[src/rtl/pipe_stage_reg.sv]
// Hazard-tracking pipeline register between two adjacent MIPS stages.
// Holds the register addresses, result code and Tnew, plus a saturating bubble counter.
module pipe_stage_reg #(
  parameter int unsigned AW   = 5,
  parameter int unsigned NRA  = 2,
  parameter int unsigned RESW = 3,
  parameter int unsigned TW   = 2,
  parameter int unsigned DEC  = 1,
  parameter int unsigned CW   = 16
) (
  input  logic              clk,
  input  logic              rst,
  input  logic              flush,
  input  logic              stall,
  input  logic              in_valid,
  input  logic [NRA*AW-1:0] ra_in,
  input  logic [AW-1:0]     wa_in,
  input  logic [RESW-1:0]   res_in,
  input  logic [TW-1:0]     tnew_in,
  output logic              valid,
  output logic [NRA*AW-1:0] ra_out,
  output logic [AW-1:0]     wa_out,
  output logic [RESW-1:0]   res_out,
  output logic [TW-1:0]     tnew_out,
  output logic              fwd_ready,
  output logic [CW-1:0]     bubble_cnt
);

  logic              valid_q, valid_d;
  logic [NRA*AW-1:0] ra_q, ra_d;
  logic [AW-1:0]     wa_q, wa_d;
  logic [RESW-1:0]   res_q, res_d;
  logic [TW-1:0]     tnew_q, tnew_d;
  logic [CW-1:0]     cnt_q, cnt_d;

  logic              bubble;
  logic [31:0]       tnew_ext;
  logic [TW-1:0]     tnew_dec;

  // An empty upstream slot is indistinguishable from a flush.
  assign bubble   = flush | (~stall & ~in_valid);
  assign tnew_ext = 32'(tnew_in);
  assign tnew_dec = (tnew_ext > DEC) ? TW'(tnew_ext - DEC) : '0;

  always_comb begin
    valid_d = valid_q;
    ra_d    = ra_q;
    wa_d    = wa_q;
    res_d   = res_q;
    tnew_d  = tnew_q;
    cnt_d   = cnt_q;
    if (bubble) begin
      valid_d = 1'b0;
      ra_d    = '0;
      wa_d    = '0;
      res_d   = '0;
      tnew_d  = '0;
      if (cnt_q != '1) begin
        cnt_d = cnt_q + CW'(1);
      end
    end else if (!stall) begin
      valid_d = 1'b1;
      ra_d    = ra_in;
      tnew_d  = tnew_dec;
      // A write to $0 never produces a forwardable result.
      if (wa_in == '0) begin
        wa_d  = '0;
        res_d = '0;
      end else begin
        wa_d  = wa_in;
        res_d = res_in;
      end
    end
  end

  always_ff @(posedge clk) begin
    if (rst) begin
      valid_q <= 1'b0;
      ra_q    <= '0;
      wa_q    <= '0;
      res_q   <= '0;
      tnew_q  <= '0;
      cnt_q   <= '0;
    end else begin
      valid_q <= valid_d;
      ra_q    <= ra_d;
      wa_q    <= wa_d;
      res_q   <= res_d;
      tnew_q  <= tnew_d;
      cnt_q   <= cnt_d;
    end
  end

  assign valid      = valid_q;
  assign ra_out     = ra_q;
  assign wa_out     = wa_q;
  assign res_out    = res_q;
  assign tnew_out   = tnew_q;
  assign bubble_cnt = cnt_q;
  assign fwd_ready  = valid_q && (wa_q != '0) && (tnew_q == '0);

endmodule
[config.mk]
export PLATFORM = sky130hd
export DESIGN_NAME = pipe_stage_reg
export DESIGN_NICKNAME = d
export VERILOG_FILES = /design/src/rtl/pipe_stage_reg.sv
export SDC_FILE = /design/constraint.sdc
export NUM_CORES = 1
export LEC_CHECK = 0
export BUFFER_PORTS_ARGS = -buffer_cell sky130_fd_sc_hd__buf_2
export CORE_MARGIN = 2
export CORE_UTILIZATION = 31
export CTS_CLUSTER_SIZE = 14
export DETAILED_ROUTE_END_ITERATION = 10
export GPL_TIMING_DRIVEN = 1
export RECOVER_POWER = 100
export SYNTH_ARGS = -nofsm -noshare
export SYNTH_HDL_FRONTEND = slang
export SYNTH_SLANG_ARGS = --single-unit
export TNS_END_PERCENT = 100
[constraint.sdc]
create_clock -name clk -period 1.6 [get_ports clk]
set_input_delay 0 -clock clk [delete_from_list [all_inputs] [get_ports clk]]
set_output_delay 0 -clock clk [all_outputs]
set_load 0.02 [all_outputs]
==> results.sh <==
export IMPL_status="complete, no violations"
export IMPL_ir_drop_v=0.000542
export IMPL_cp_start_kind="flip-flop"
export IMPL_cts_root_buffer="clkbuf_8"
export IMPL_fin_ws_ns=0.00632
export IMPL_ant_nets=0
export IMPL_top_layer="met4"
export IMPL_critical_path_class="reg -> reg"
export IMPL_rsz0062_at_grt="true"
export IMPL_cts_made_buffers=5
export IMPL_muxShareOfSynthArea_pct=11.3
export IMPL_start_util_pct=32.3
export IMPL_ys_types=46
export IMPL_chipHeight_um=77.0
export IMPL_ys_warn_count=0
export IMPL_final_cell_mix="clkbuf_1 (32), buf_4 (32), nor2_1 (31)"
export IMPL_pwr_share_clk_pct=42.3
export IMPL_synth_xor_area_share_pct=0
export IMPL_syn_avg_cell_area_um2=9.17
export IMPL_worstRegToRegCells=4
export IMPL_grt_pass1_wl_um=8080
export IMPL_grt_ovfl_total=0
export IMPL_antennaDiodeCount=0
export IMPL_crit_path_end_kind="flip-flop"
export IMPL_hold_slack_ns=0.0244
export IMPL_finalPower_mw=2.07
export IMPL_synth_ff_type="dfxtp_1"
export IMPL_fp_dieW_um=77.0
export IMPL_hpwl_um=3310
export IMPL_dieArea_mm2=0.00592
export IMPL_fillers=497
export IMPL_coreArea_mm2=0.00511
export IMPL_cap_violations=0
export IMPL_timing_rr_start="bubble_cnt[4]$_SDFFE_PP0P_"
export IMPL_swShare_pct=24.9
export IMPL_period_minus_slack_ns=1.59
export IMPL_port_buffers=62
export IMPL_cp_max_fo=5
export IMPL_nets=318
export IMPL_synthSimpleGateAreaFrac_pct=24.2
export IMPL_antenna_found_initial=0
export IMPL_drc=0
export IMPL_clk_latency_ns=0.30
export IMPL_grt_max_degree=25
export IMPL_met2RoutedLength_um=2370
export IMPL_skew_ns=0.0118
export IMPL_hold_violations=0
export IMPL_synth_compound_area_share_pct=15.1
export IMPL_arrival_ns=1.79
export IMPL_synth_fa_ha_area_share_pct=0.758
export IMPL_tritoncts="yes"
export IMPL_fmax_mhz=627
export IMPL_gp_congestion=0.846
export IMPL_cts_buffer_depth=2
export IMPL_power_leakage_nw=1.12
export IMPL_fp_row_count=26
export IMPL_p_switching_mw=0.515
export IMPL_synth_top_family_by_area="simple AND/OR/NAND/NOR gates"
export IMPL_r2r_end="bubble_cnt[0]$_SDFFE_PP0P_"
export IMPL_routed_via_count=1777
export IMPL_syn_inst=180
export IMPL_synth_seq_cells=37
export IMPL_synth_cell_area_mm2=0.00165
export IMPL_path_clk_slew_ns=0.08
export IMPL_first_global_vias=1702
export IMPL_io_pins=63
export IMPL_p_comb_share_pct=12.1
export IMPL_synth_nets=206
export IMPL_grt_total_usage_pct=17.0
export IMPL_wl_met3_um=286
export IMPL_viasPerCell=4.90
export IMPL_p_int_mw=1.56
export IMPL_clock_tree_htree_level_count=2
export IMPL_drv_slew=0
export IMPL_numClockSinks=37
export IMPL_synth_enable_flop_cells=0
export IMPL_powerDensity_mw_per_mm2=778
export IMPL_crit_required_ns=1.80
export IMPL_m1WireLength_um=2210
export IMPL_worst_pin_slew_ns=0.336
export IMPL_drt_iter0_markers=67
export IMPL_r2r_slack_ns=0.006
export IMPL_critPathCapture="bubble_cnt[0]$_SDFFE_PP0P_"
export IMPL_crit_start="bubble_cnt[4]$_SDFFE_PP0P_"
export IMPL_seq_power_share_pct=45.6
export IMPL_areaGrowthSynthToFinish_pct=61.2
export IMPL_wirelength_um=4920
export IMPL_setup_violations=0
export IMPL_drive_gt1_share_pct=36.2
export IMPL_slew_headroom_pct=77.4
export IMPL_seq_area_frac_synth_pct=44.9
export IMPL_min_path_type="in -> reg"
export IMPL_ys_async_sr_fraction_pct=0
export IMPL_fin_crit_sh_pct=99.6
export IMPL_place_ws_ns=-0.0372
export IMPL_first_pass_iters=4
export IMPL_wl_per_cell_um=13.5
export IMPL_setup_tns_ns=0
[sequential cells by signal (all words and copies together), names as in the netlist]
name	count
ra_out	10
tnew_out	2
wa_out	5
bubble_cnt	16
valid	1
res_out	3
[layout make-up]
type	count	area (µm²)	area share, %
Clock inverter	1	8.76	0.329
Multi-Input combinational cell	130	947	35.6
Sequential cell	37	785	29.5
Tap cell	70	87.6	3.29
Timing Repair Buffer	112	691	26.0
Clock buffer	7	119	4.47
Inverter	6	22.5	0.847
[critical path, stage by stage (launching register included)]
cell and delay [ns]:
dfxtp_4 0.38, nand4_4 0.10, or3_4 0.43, o31a_4 0.30
mux2_4 0.29
[stage by stage]
| step | std cells | util, % | instance area [µm²] |
|---|---|---|---|
| finish | 363 | 52.1 | 2660 |
| global route | 363 | 52.1 | 2660 |
| CTS | 360 | 51.9 | 2650 |
| floorplan | 180 | - | 1750 |
| detailed placement | 332 | 45.2 | 2310 |
| global placement | 332 | 45.2 | 2310 |
[repair_timing]
item,CTS,global route
hold buffers,18,0
resized for setup,4,7
setup endpoints to repair,3,6
buffers inserted,2,3
endpoints found under the hold margin,18,0
pin swaps,2,0
[cell families after synthesis]
family | after synthesis
flip-flops | 37
adder cells (fa/ha/maj) | 1
multiplexers | 18
buffers and inverters | 13
AO/OA/AOI/OAI | 34
AND/OR/NAND/NOR | 77
[per-layer routing]
| metal | vias up | global-route usage [%] |
|---|---|---|
| met4 | 0 | 8.00 |
| met3 | 5 | 4.00 |
| met5 | - | 0 |
| met2 | 57 | 28.1 |
| met1 | 825 | 20.9 |
| li1 | 890 | - |
[cells in the mapped netlist (2+ instances only)]
| cell | n | share of area (%) |
|---|---|---|
| a211oi_1 | 2 | 0.91 |
| a21oi_1 | 10 | 3.0 |
| a22oi_1 | 3 | 1.4 |
| a311oi_1 | 2 | 1.1 |
| a31oi_1 | 3 | 1.1 |
| and4_1 | 2 | 1.1 |
| clkbuf_1 | 3 | 0.68 |
| dfxtp_1 | 37 | 45 |
| inv_1 | 6 | 1.4 |
| mux2i_1 | 16 | 9.7 |
| nand2_1 | 9 | 2.0 |
| nand3_1 | 4 | 1.2 |
| nand4_1 | 3 | 1.1 |
| nor2_1 | 31 | 7.1 |
| nor2b_1 | 2 | 0.76 |
| nor3_1 | 7 | 2.1 |
| nor4_1 | 4 | 1.5 |
| o21ai_0 | 2 | 0.61 |
| o31a_2 | 2 | 1.2 |
| o31ai_1 | 3 | 1.4 |
| or3_1 | 2 | 0.76 |
| or4_1 | 3 | 1.4 |
[worst min-delay path by stage]
stage	from	to	slack, ns	cells past startpoint
after floorplan	ra_in[0]	ra_out[0]$_SDFFE_PP0N_	0.14	2
after detailed placement	ra_in[5]	ra_out[5]$_SDFFE_PP0N_	0.24	3
after CTS	tnew_in[0]	tnew_out[0]$_SDFFE_PP0N_	0.009	4
after global placement	ra_in[8]	ra_out[8]$_SDFFE_PP0N_	0.23	3
final	tnew_in[0]	tnew_out[0]$_SDFFE_PP0N_	0.02	4
after global routing	tnew_in[0]	tnew_out[0]$_SDFFE_PP0N_	0.03	4
[power groups by stage]
| stage | Clock, mW | Sequential (mW) | Combinational [mW] |
|---|---|---|---|
| global route | 0.957 | 0.947 | 0.274 |
| floorplan | 0 | 0.994 | 0.101 |
| finish | 0.876 | 0.943 | 0.251 |
| detailed placement | 0 | 0.967 | 0.213 |
| global placement | 0 | 0.966 | 0.213 |
| CTS | 0.912 | 0.945 | 0.253 |
(Power assumes the default switching activity.)
